`src/rtl/game_pkg.sv`:
```
// Shared types and helpers for the lane-runner game-flow controller.
package game_pkg;

  // Top-level game flow states, in the order the game walks through them.
  typedef enum logic [2:0] {
    RESET     = 3'd0,
    COUNTDOWN = 3'd1,
    LOGO_OUT  = 3'd2,
    PLAYER_IN = 3'd3,
    PLAY      = 3'd4,
    GAME_OVER = 3'd5
  } state_t;

  // Default two's-complement width of all layer offsets.
  localparam int DEFAULT_OFS_W = 12;

  // Horizontal offset of a lane centre relative to the middle lane. The
  // middle lane index uses integer division, so an even lane count leans
  // left. The caller truncates the result to its offset width.
  function automatic int lane_offset(input int lane, input int num_lanes, input int pitch);
    return (lane - (num_lanes - 1) / 2) * pitch;
  endfunction

endpackage

```
`src/rtl/tick_edge.sv`:
```
// Rising-edge detector for a synchronised button level. The previous level
// is only refreshed on frame ticks, so a press held across several ticks
// produces a single rise pulse, and that pulse is only valid in a tick cycle.
module tick_edge (
  input  logic clk,
  input  logic rst_n,
  input  logic tick,
  input  logic level,
  output logic rise
);

  logic prev;

  // Remember the button level seen at the most recent frame tick.
  always_ff @(posedge clk or negedge rst_n) begin
    if (!rst_n) begin
      prev <= 1'b0;
    end else if (tick) begin
      prev <= level;
    end
  end

  assign rise = tick & level & ~prev;

endmodule

```
`src/rtl/game_sequencer.sv`:
```
// Game-flow controller for the lane-runner display pipeline: intro
// countdown, logo slide-out, player slide-in, then lane play with coin
// scoring and obstacle spawning. Everything advances on frame_tick only.
//
// Build option GAME_SEQ_GAMEOVER_EN: when defined, obstacle collisions cost
// lives (with a post-hit immunity window) and running out ends the game in
// GAME_OVER. When undefined the game is a demo: collisions are ignored,
// lives is fixed and GAME_OVER cannot be reached.
module game_sequencer
  import game_pkg::*;
#(
  parameter int NUM_LANES     = 3,
  parameter int OFS_W         = DEFAULT_OFS_W,
  parameter int LANE_PITCH    = 100,
  parameter int COUNT_FRAMES  = 5,
  parameter int LOGO_STEP     = 30,
  parameter int LOGO_END      = 640,
  parameter int PLAYER_START  = 180,
  parameter int PLAYER_STEP   = 20,
  parameter int PLAYER_END    = 50,
  parameter int LIVES         = 3,
  parameter int INVULN_FRAMES = 30,
  parameter int SCORE_W       = 16,
  parameter int OBS_THRESH    = 26
) (
  input  logic                         CLK100MHZ,
  input  logic                         CPU_RESETN,
  input  logic                         frame_tick,
  input  logic                         btn_left,
  input  logic                         btn_right,
  input  logic [19:0]                  random,
  input  logic                         obs_active,
  input  logic [NUM_LANES-1:0]         obs_arrive,
  input  logic [NUM_LANES-1:0]         coin_arrive,
  output state_t                       state,
  output logic signed [OFS_W-1:0]      logo_voffset,
  output logic signed [OFS_W-1:0]      player_voffset,
  output logic signed [OFS_W-1:0]      player_hoffset,
  output logic [$clog2(NUM_LANES)-1:0] player_lane,
  output logic [NUM_LANES-1:0]         coin_spawn,
  output logic [NUM_LANES-1:0]         obs_spawn,
  output logic [SCORE_W-1:0]           score,
  output logic [$clog2(LIVES+1)-1:0]   lives
);

  localparam int LANE_W  = $clog2(NUM_LANES);
  localparam int LIVES_W = $clog2(LIVES + 1);
  localparam int CNT_W   = (COUNT_FRAMES > 0) ? $clog2(COUNT_FRAMES + 1) : 1;

  localparam logic [LANE_W-1:0]       CENTER_LANE    = LANE_W'((NUM_LANES - 1) / 2);
  localparam logic [LANE_W-1:0]       LAST_LANE      = LANE_W'(NUM_LANES - 1);
  localparam logic [CNT_W-1:0]        COUNT_INIT     = CNT_W'(COUNT_FRAMES);
  localparam logic signed [OFS_W-1:0] LOGO_STEP_S    = OFS_W'(LOGO_STEP);
  localparam logic signed [OFS_W-1:0] LOGO_END_S     = OFS_W'(LOGO_END);
  localparam logic signed [OFS_W-1:0] PLAYER_START_S = OFS_W'(PLAYER_START);
  localparam logic signed [OFS_W-1:0] PLAYER_STEP_S  = OFS_W'(PLAYER_STEP);
  localparam logic signed [OFS_W-1:0] PLAYER_END_S   = OFS_W'(PLAYER_END);
  localparam logic signed [OFS_W-1:0] CENTER_HOFS    =
    OFS_W'(lane_offset(int'(CENTER_LANE), NUM_LANES, LANE_PITCH));

  // Score increment that sticks at all-ones instead of wrapping.
  function automatic logic [SCORE_W-1:0] sat_inc(input logic [SCORE_W-1:0] v);
    return (&v) ? v : v + 1'b1;
  endfunction

  state_t                  state_next;
  logic [CNT_W-1:0]        countdown;
  logic [LANE_W-1:0]       lane_next;
  logic [NUM_LANES-1:0]    coin_sticky;
  logic [NUM_LANES-1:0]    coin_eff;
  logic [NUM_LANES-1:0]    spawn_onehot;
  logic                    coin_hit;
  logic                    press_left;
  logic                    press_right;
  logic                    load_init;
  logic                    last_life;

  // Button edge detectors, refreshed on frame ticks only.
  tick_edge u_edge_left (
    .clk   (CLK100MHZ),
    .rst_n (CPU_RESETN),
    .tick  (frame_tick),
    .level (btn_left),
    .rise  (press_left)
  );

  tick_edge u_edge_right (
    .clk   (CLK100MHZ),
    .rst_n (CPU_RESETN),
    .tick  (frame_tick),
    .level (btn_right),
    .rise  (press_right)
  );

  // Entering RESET (or sitting in it) reloads every counter on the tick.
  assign load_init = (state == RESET) || (state_next == RESET);

  // Arrivals only count while playing: pending sticky bits plus any pulse
  // that lands exactly in the tick cycle.
  assign coin_eff = (state == PLAY) ? (coin_sticky | coin_arrive) : '0;
  assign coin_hit = coin_eff[player_lane];

  // Catch coin arrivals between ticks; the next tick consumes them.
  always_ff @(posedge CLK100MHZ or negedge CPU_RESETN) begin
    if (!CPU_RESETN) begin
      coin_sticky <= '0;
    end else if (frame_tick) begin
      coin_sticky <= '0;
    end else if (state == PLAY) begin
      coin_sticky <= coin_sticky | coin_arrive;
    end
  end

`ifdef GAME_SEQ_GAMEOVER_EN
  localparam int INV_W = (INVULN_FRAMES > 0) ? $clog2(INVULN_FRAMES + 1) : 1;

  logic [NUM_LANES-1:0] obs_sticky;
  logic [NUM_LANES-1:0] obs_eff;
  logic [INV_W-1:0]     invuln;
  logic                 hit;
  logic                 unused_sink;

  assign obs_eff   = (state == PLAY) ? (obs_sticky | obs_arrive) : '0;
  assign hit       = obs_eff[player_lane] && (invuln == '0);
  assign last_life = hit && (lives == LIVES_W'(1));
  assign unused_sink = ^random[19:16];

  // Catch obstacle arrivals between ticks; the next tick consumes them.
  always_ff @(posedge CLK100MHZ or negedge CPU_RESETN) begin
    if (!CPU_RESETN) begin
      obs_sticky <= '0;
    end else if (frame_tick) begin
      obs_sticky <= '0;
    end else if (state == PLAY) begin
      obs_sticky <= obs_sticky | obs_arrive;
    end
  end

  // Lives and the post-hit immunity window.
  always_ff @(posedge CLK100MHZ or negedge CPU_RESETN) begin
    if (!CPU_RESETN) begin
      lives  <= LIVES_W'(LIVES);
      invuln <= '0;
    end else if (frame_tick) begin
      if (load_init) begin
        lives  <= LIVES_W'(LIVES);
        invuln <= '0;
      end else if (hit) begin
        lives  <= lives - 1'b1;
        invuln <= INV_W'(INVULN_FRAMES);
      end else if (invuln != '0) begin
        invuln <= invuln - 1'b1;
      end
    end
  end
`else
  logic unused_sink;

  assign last_life   = 1'b0;
  assign lives       = LIVES_W'(LIVES);
  assign unused_sink = ^{random[19:16], obs_arrive};
`endif

  // State register.
  always_ff @(posedge CLK100MHZ or negedge CPU_RESETN) begin
    if (!CPU_RESETN) begin
      state <= RESET;
    end else begin
      state <= state_next;
    end
  end

  // Next-state decision, evaluated only in tick cycles.
  always_comb begin
    state_next = state;
    if (frame_tick) begin
      case (state)
        RESET:     state_next = COUNTDOWN;
        COUNTDOWN: if (countdown == '0) state_next = LOGO_OUT;
        LOGO_OUT:  if (!(logo_voffset < LOGO_END_S)) state_next = PLAYER_IN;
        PLAYER_IN: if (!(player_voffset > PLAYER_END_S)) state_next = PLAY;
        PLAY:      if (last_life) state_next = GAME_OVER;
        GAME_OVER: if (btn_left && btn_right) state_next = RESET;
        default:   state_next = RESET;
      endcase
    end
  end

  // Combinational outputs: coin enables and the obstacle spawn request.
  always_comb begin
    coin_spawn   = '0;
    spawn_onehot = '0;
    if (state == PLAY) begin
      for (int i = 0; i < NUM_LANES; i++) begin
        coin_spawn[i] = &random[3*i +: 3];
      end
      if (!obs_active && (int'(random[7:0]) < OBS_THRESH)) begin
        spawn_onehot = NUM_LANES'(1) << (int'(random[15:8]) % NUM_LANES);
      end
    end
  end

  // Lane step from button presses; simultaneous presses cancel.
  always_comb begin
    lane_next = player_lane;
    if (press_left && !press_right && (player_lane != '0)) begin
      lane_next = player_lane - 1'b1;
    end else if (press_right && !press_left && (player_lane != LAST_LANE)) begin
      lane_next = player_lane + 1'b1;
    end
  end

  // Intro counters, player position and score, all advanced per tick.
  always_ff @(posedge CLK100MHZ or negedge CPU_RESETN) begin
    if (!CPU_RESETN) begin
      countdown      <= COUNT_INIT;
      logo_voffset   <= '0;
      player_voffset <= PLAYER_START_S;
      player_lane    <= CENTER_LANE;
      player_hoffset <= CENTER_HOFS;
      score          <= '0;
    end else if (frame_tick) begin
      if (load_init) begin
        countdown      <= COUNT_INIT;
        logo_voffset   <= '0;
        player_voffset <= PLAYER_START_S;
        player_lane    <= CENTER_LANE;
        player_hoffset <= CENTER_HOFS;
        score          <= '0;
      end else begin
        case (state)
          COUNTDOWN: begin
            if (countdown != '0) countdown <= countdown - 1'b1;
          end
          LOGO_OUT: begin
            if (logo_voffset < LOGO_END_S) logo_voffset <= logo_voffset + LOGO_STEP_S;
          end
          PLAYER_IN: begin
            if (player_voffset > PLAYER_END_S) player_voffset <= player_voffset - PLAYER_STEP_S;
          end
          PLAY: begin
            player_lane    <= lane_next;
            player_hoffset <= OFS_W'(lane_offset(int'(lane_next), NUM_LANES, LANE_PITCH));
            if (coin_hit) score <= sat_inc(score);
          end
          default: ;
        endcase
      end
    end
  end

  // Obstacle spawn pulse: high for the single cycle after its tick.
  always_ff @(posedge CLK100MHZ or negedge CPU_RESETN) begin
    if (!CPU_RESETN) begin
      obs_spawn <= '0;
    end else if (frame_tick) begin
      obs_spawn <= spawn_onehot;
    end else begin
      obs_spawn <= '0;
    end
  end

endmodule

```
`config.mk`:
```
export PLATFORM = sky130hd
export DESIGN_NAME = game_sequencer
export DESIGN_NICKNAME = d
export VERILOG_FILES = /design/src/rtl/game_pkg.sv /design/src/rtl/tick_edge.sv /design/src/rtl/game_sequencer.sv
export SDC_FILE = /design/constraint.sdc
export NUM_CORES = 1
export LEC_CHECK = 0
export ABC_AREA = 1
export CAP_MARGIN = 0
export CELL_PAD_IN_SITES_DETAIL_PLACEMENT = 0
export CELL_PAD_IN_SITES_GLOBAL_PLACEMENT = 1
export CORE_UTILIZATION = 35
export CTS_CLUSTER_SIZE = 30
export DETAILED_ROUTE_END_ITERATION = 6
export DONT_BUFFER_PORTS = 1
export PLACE_DENSITY_LB_ADDON = 0.1
export SYNTH_ARGS = -nofsm -noshare
export SYNTH_HDL_FRONTEND = slang
export SYNTH_HIERARCHICAL = 1
export SYNTH_SLANG_ARGS = --single-unit
export TNS_END_PERCENT = 10
```
`constraint.sdc`:
```
create_clock -name CLK100MHZ -period 4.05 [get_ports CLK100MHZ]
set_input_delay 0.405 -clock CLK100MHZ [delete_from_list [all_inputs] [get_ports CLK100MHZ]]
set_output_delay 0.405 -clock CLK100MHZ [all_outputs]
set_load 0.01 [all_outputs]
```
Word level (Yosys, flattened, before mapping) --
Index checks and enable logic that the tools add are counted.
Word-level totals: register bits 68, latch bits 0, bits in writable memories 0, bits in read-only memories 0, logic and storage cells 106, memories kept 0
Cells by class: $add $sub $neg 7, multipliers 1, divide/modulo/power cells 1, $lt $le $gt $ge 4, equality and inequality tests 7, shift-type cells 1, mux-type cells 34, bitwise gates (word level) 7, reductions and logical operators 33
Operators with widths (count):
- $mux W12 | 8
- $mux W16 | 4
- $mux W3 | 15
- $mod A9 B3 Y32 const B | 1
- $shl A1 B32 Y3 const A | 1
- $reduce_bool A2 Y1 | 10
- $pmux W3 S6 | 1
- $reduce_and A3 Y1 | 6
- $add A16 B1 Y16 const B | 1
- $reduce_and A16 Y1 | 1
- $add A12 B6 Y12 const B | 1
- $gt A12 B7 Y1 const B | 1
- $lt A12 B11 Y1 const B | 1
- $sub A12 B6 Y12 const B | 1
- $logic_not A3 Y1 | 3
- $mul A3 B6 Y9 const B | 1
- $lt A8 B5 Y1 const B | 1
- $mux W2 | 4
- $eq A3 B2 Y1 const B | 2
- $eq A3 B3 Y1 const B | 2
- $logic_and A1 B1 Y1 | 6
- $and A1 B1 Y1 | 4
- $ne A2 B2 Y1 const B | 2
- $reduce_and A4 Y1 | 1
- other kinds (14) | 17

Depth between registers and ports, before layout --
depth after elaboration 11, depth in mapped cells 36, mapped depth without buffers 35

By module --
The synthesis kept the hierarchy.
Modules (own cells, without submodules):
- game_sequencer | instances 1, cells each 500, area each 3752.3 um2
- tick_edge | instances 2, cells each 6, area each 46.3 um2

Least setup slack after synthesis --
Ideal clock, no wire load.
path type input port to flip-flop, start input random[14], end register obs_spawn[2], library setup time 0.072 ns, arrival 3.424 ns, required time 3.978 ns, path slack 0.554 ns, cell stages on the path 33, buffers on the path 1, cell sequence clkbuf_1 > ha_1 > inv_1 > nand2_1 > nand2_2 > nand3_1 > nand2_1 > nand3_2 > nand3_1 > nand2_2 > inv_2 > nand3_2 > nand2_2 > nand3_4 > nand3_4 > nand2_1 > nand2_1 > inv_1 > ha_1 > inv_1 > nand3_2 > nor2_4 > nand2_4 > nand2_1 > nand2_1 > inv_1 > ha_1 > inv_1 > nand2_1 > nand2_1 > a21oi_4 > nand3_1 > nor2_1
On the way: longest elaborated chain between the ends 5
Ends and longest elaborated chain:
- start, declared | line game_sequencer.sv:31 | input logic [19:0] random,
- $mod A9 B3 Y32 | line game_sequencer.sv:198 | spawn_onehot = NUM_LANES'(1) << (int'(random[15:8]) % NUM_LANES);
- $shl A1 B32 Y3 | line game_sequencer.sv:198
- $mux W3 | line game_sequencer.sv:197 | if (!obs_active && (int'(random[7:0]) < OBS_THRESH)) begin
- $mux W3 | line game_sequencer.sv:193 | if (state == PLAY) begin
- $mux W3 | line game_sequencer.sv:256 | end else if (frame_tick) begin
- end signal, assigned | line game_sequencer.sv:257 | obs_spawn <= spawn_onehot;
- end, declared | line game_sequencer.sv:41 | output logic [NUM_LANES-1:0] obs_spawn,
No other way between the ends. A chain may end at the register's enable or synchronous reset.

Worst setup path in the final report --
start register player_voffset[2], end register logo_voffset[11]
On the way: longest elaborated chain between the ends 8
Ends and longest elaborated chain:
- start, declared | line game_sequencer.sv:37 | output logic signed [OFS_W-1:0] player_voffset,
- start signal, assigned | line game_sequencer.sv:239 | if (player_voffset > PLAYER_END_S) player_voffset <= player_voffset - PLAYER_STEP_S;
- $gt A12 B7 Y1 * | line game_sequencer.sv:181 | PLAYER_IN: if (!(player_voffset > PLAYER_END_S)) state_next = PLAY;
- $mux W3 * | line game_sequencer.sv:181
- $pmux W3 S6 * | line game_sequencer.sv:177 | case (state)
- $mux W3 * | line game_sequencer.sv:176 | if (frame_tick) begin
- $logic_not A3 Y1 * | line game_sequencer.sv:96 | assign load_init = (state == RESET) || (state_next == RESET);
- $logic_or A1 B1 Y1 * | line game_sequencer.sv:96
- $reduce_bool A2 Y1 (no line)
- $reduce_and A3 Y1 (no line)
- end signal, assigned | line game_sequencer.sv:236 | if (logo_voffset < LOGO_END_S) logo_voffset <= logo_voffset + LOGO_STEP_S;
- end, declared | line game_sequencer.sv:36 | output logic signed [OFS_W-1:0] logo_voffset,
Mark *: on every way between the ends. The rest lies on a longest branch, timed or not.

==> key figures <==
Drt
  • Wire per inst: roughly 13 um
  • Vias: 3215
  • Antenna-violating nets left: 0
  • DRT iter0 DRCs: 157
  • # DRC: 0
  • Vias per cell: 4.88
  • Drt first pass iters: 4
  • DRT Wirelength: 8670 um

Power
  • Sw frac: 43.6%
  • Leak: 2.05 nW
  • Sw Pwr: about 990 uW
  • VDD IR max: 181 uV
  • Clock share of power: 23.5%
  • Sequential power share: 37.8%
  • Combinational Power Share: 38.7%
  • P_int: 1.28 mW
  • PwrDens: 540 nW/um^2

STA
  • RSZ-0062 raised after global routing: no
  • Fin crit share: a little under 90%
  • Setup violators final: 0
  • Minimum clock period: approximately 3.6 ns
  • Clock Skews: approximately 0.015 ns
  • Final worst slack: roughly 0.45 ns
  • Pins Over Slew Limit: 0
  • Final Hold Fails: 0
  • Highest clock rate: 277 MHz
  • Setup TNS Final: 0 ns

Worst setup path
  • Crit path kind: reg2reg
  • Worst flop-to-flop path endpoint: logo_voffset[11]$_DFFE_PN0P_
  • Worst Path Max Fanout: 9
  • Worst setup SP type: register
  • CP arrival: just under 4 ns
  • CP endpoint kind: register
  • Worst EP required: 4.29 ns
  • Worst R2R Path Depth: 22
  • Reg-to-reg critical path startpoint: player_voffset[2]$_DFFE_PN1P_
  • R2R setup slack: 0.45 ns

Place
  • Post-Place Cells: 641
  • DP HPWL: roughly 6600 um
  • Pre-CTS setup slack: about 0.23 ns
  • Input/output buffers: 0
  • GPL Wtd Cong: between 0.7 and 0.8

GRT
  • Initial antenna violation count: 0
  • Gr usage total: 16.7%
  • Grt total ovfl: 0
  • First-pass GRT wire length: 15000 um
  • Largest net degree at the start of global routing: 59
  • Vias in the first global route: 3171

Logic synthesis
  • Syn Area/Cell: 7.51 sq um
  • Synthesis-stage register bit count: 58
  • Seq/Total Area, Yosys: 38.0%
  • Warnings, synthesis: 6
  • Syn Inst Count: 512
  • Post-synth EDFFs: 0
  • Syn Std Cell Area: approximately 3800 sq um
  • Async S/R FF share, synth: 100%
  • Synth cell types: 52
  • Main synth FF type: dfrtp_1

Finish
  • Fraction of layout cells with a size suffix above 1: between 10% and 20%
  • Area Growth Syn to Fin: 9.24%
  • N_diodes: 0
  • Area of the multi-input gates: 1970 sq um
  • Post-route insts no fill: 659
  • # fillers: between 1k and 1.5k
  • Total area of sequential cells: 1460 sq um
  • # nets final: roughly 560

Clock network
  • Root buffer cell: clkbuf_8
  • Clk slew on worst S/H paths: roughly 0.08 ns
  • Clk_lat worst skew: 0.35 ns
  • Clk buf depth: 2
  • # clock sinks: 58
  • H-tree depth: 3
  • CTS buffer count: 9
  • CTS tree: yes
  • Post-CTS Setup Repair Bufs: 0

Floorplan
  • Io pins: 97
  • Initial Util: 36.6%
  • Die X: 107 um
  • Full die area: between 10000 and 15000 sq um
  • Rows: 37
  • Chip height: 107 um
  • Core footprint: 10500 sq um

Worst hold path
  • Hold path endpoint: coin_sticky[2]$_DFFE_PN0P_
  • Worst Hold Class: in2reg
  • Hold Path Origin: frame_tick
  • Worst Hold Path Cells: 1

Outcome
  • Status: completed

Flow run
  • Max Cap Viol: 0
==> synthesized netlist by cell type (2+ instances only) <==
library cell | instances | area share (%)
a21oi_1 | 23 | 3.0
a31oi_1 | 4 | 0.65
and3_1 | 2 | 0.33
buf_4 | 12 | 2.3
clkbuf_1 | 5 | 0.49
conb_1 | 2 | 0.20
dfrtp_1 | 51 | 33
dfstp_2 | 7 | 4.8
ha_1 | 14 | 4.6
inv_1 | 81 | 7.9
inv_2 | 2 | 0.20
nand2_1 | 98 | 9.6
nand2_2 | 7 | 1.1
nand3_1 | 41 | 5.3
nand3_2 | 8 | 2.1
nand3_4 | 3 | 1.4
nand4_1 | 8 | 1.3
nand4_2 | 2 | 0.65
nor2_1 | 53 | 5.2
nor2_2 | 2 | 0.33
nor2_4 | 3 | 0.88
nor3_1 | 17 | 2.2
nor3b_1 | 2 | 0.39
nor4_1 | 4 | 0.65
o211ai_1 | 3 | 0.59
o21ai_0 | 26 | 3.4
o31ai_1 | 3 | 0.59
xor2_1 | 5 | 1.1
==> layout by cell type, fill, tap and decap left out, types with 3 or more instances in the layout <==
| master | netlist | routed |
|---|---|---|
| nand3_2 | 8 | 8 |
| o21ai_0 | 26 | 26 |
| xor2_1 | 5 | 5 |
| a21oi_1 | 23 | 23 |
| dfrtp_1 | 51 | 51 |
| inv_1 | 81 | 81 |
| nor2_2 | 2 | 4 |
| dfstp_2 | 7 | 7 |
| o31ai_1 | 3 | 3 |
| nor2_4 | 3 | 3 |
| nand3_4 | 3 | 3 |
| clkbuf_8 | 0 | 9 |
| nor4_1 | 4 | 4 |
| clkinv_2 | 1 | 4 |
| nor2_1 | 53 | 51 |
| o211ai_1 | 3 | 3 |
| a31oi_1 | 4 | 4 |
| buf_4 | 12 | 6 |
| nand4_1 | 8 | 8 |
| ha_1 | 14 | 14 |
| nand2_2 | 7 | 7 |
| nor3_1 | 17 | 16 |
| conb_1 | 2 | 7 |
| nand2_1 | 98 | 98 |
| nand3_1 | 41 | 41 |
==> routing by layer <==
metal,vias to the layer above,GRT usage (%),part of all wire (%)
met4,0,7.14,1.6
met1,1461,21.2,48
li1,1675,-,-
met2,68,26.6,45
met5,-,0,0
met3,11,4.62,5.2
==> power by group through the flow <==
stage	Clock (mW)	Sequential (mW)	Combinational [mW]
after global routing	0.584	0.878	1.04
after detailed placement	0	0.871	0.874
after floorplan	0	0.830	0.710
after global placement	0	0.868	0.868
final	0.534	0.857	0.878
after CTS	0.552	0.860	0.893
==> worst max-delay path by stage <==
stage | from | end | slack (ns) | cells after the start
after floorplan | random[14] | obs_spawn[2]$_DFF_PN0_ | 0.55 | 33
after global placement | random[15] | obs_spawn[2]$_DFF_PN0_ | 0.27 | 34
after detailed placement | random[15] | obs_spawn[2]$_DFF_PN0_ | 0.23 | 34
after CTS | player_voffset[2]$_DFFE_PN1P_ | player_voffset[10]$_DFFE_PN0P_ | 0.35 | 21
after global routing | player_voffset[2]$_DFFE_PN1P_ | logo_voffset[11]$_DFFE_PN0P_ | 0.02 | 22
final | player_voffset[2]$_DFFE_PN1P_ | logo_voffset[11]$_DFFE_PN0P_ | 0.45 | 22
==> stage by stage <==
stage	util [%]	total power [mW]	hold WS [ns]	instance area, sq um
floorplan	-	1.54	0.109	3860
global placement	37.7	1.74	0.111	3960
detailed placement	37.7	1.74	0.112	3960
CTS	39.9	2.31	0.105	4190
global route	40.0	2.50	0.107	4200
finish	40.0	2.27	0.129	4200
==> worst max-delay path, cell delays in order (launching register included) <==
cell and delay, ns:
dfstp_2 0.56, inv_1 0.09, ha_1 0.23, nor2_1 0.14, nand3_1 0.09, a21oi_1 0.22
nor2_1 0.08, o31ai_1 0.20, o21a_1 0.17, nand2_1 0.07, nand2_1 0.19, nand2_1 0.13
buf_4 0.20, inv_1 0.09, nor2_2 0.06, inv_1 0.10, o21ai_1 0.11, nor2_1 0.10
nand2_1 0.09, nor3_1 0.28, inv_1 0.10, nor3_1 0.15, nor3_1 0.07
==> state kept, by name (all words and copies together) (netlist names) <==
| name | flops |
|---|---|
| logo_voffset | 11 |
| u_edge_left/prev | 1 |
| u_edge_right/prev | 1 |
| player_lane | 2 |
| state | 3 |
| score | 16 |
| player_voffset | 10 |
| coin_sticky | 3 |
| obs_spawn | 3 |
| countdown | 3 |
| player_hoffset | 5 |
==> layout make-up <==
class | count | area share, %
Inverter | 85 | 7.63
Clock buffer | 9 | 2.95
Tap cell | 136 | 4.05
Sequential cell | 58 | 34.8
Clock inverter | 7 | 1.67
Multi-Input combinational cell | 356 | 47.0
Timing Repair Buffer | 8 | 1.97
==> kinds of logic after synthesis <==
family                   count (synthesis)  synth area share, %
flip-flops                              58                 38.0
multiplexers                             1                0.260
other                                    2                0.195
adder cells (fa/ha/maj)                 14                 4.56
AO/OA/AOI/OAI                           75                 12.2
XOR/XNOR                                 5                 1.14
AND/OR/NAND/NOR                        254                 32.2
buffers and inverters                  103                 11.5
==> what timing repair did <==
action,in CTS,in global routing
endpoints found under the setup margin,0,7
gates resized for setup,0,3
hold buffers,2,0
endpoints found under the hold margin,58,0
No activity file was read; power rests on OpenSTA's default activity.
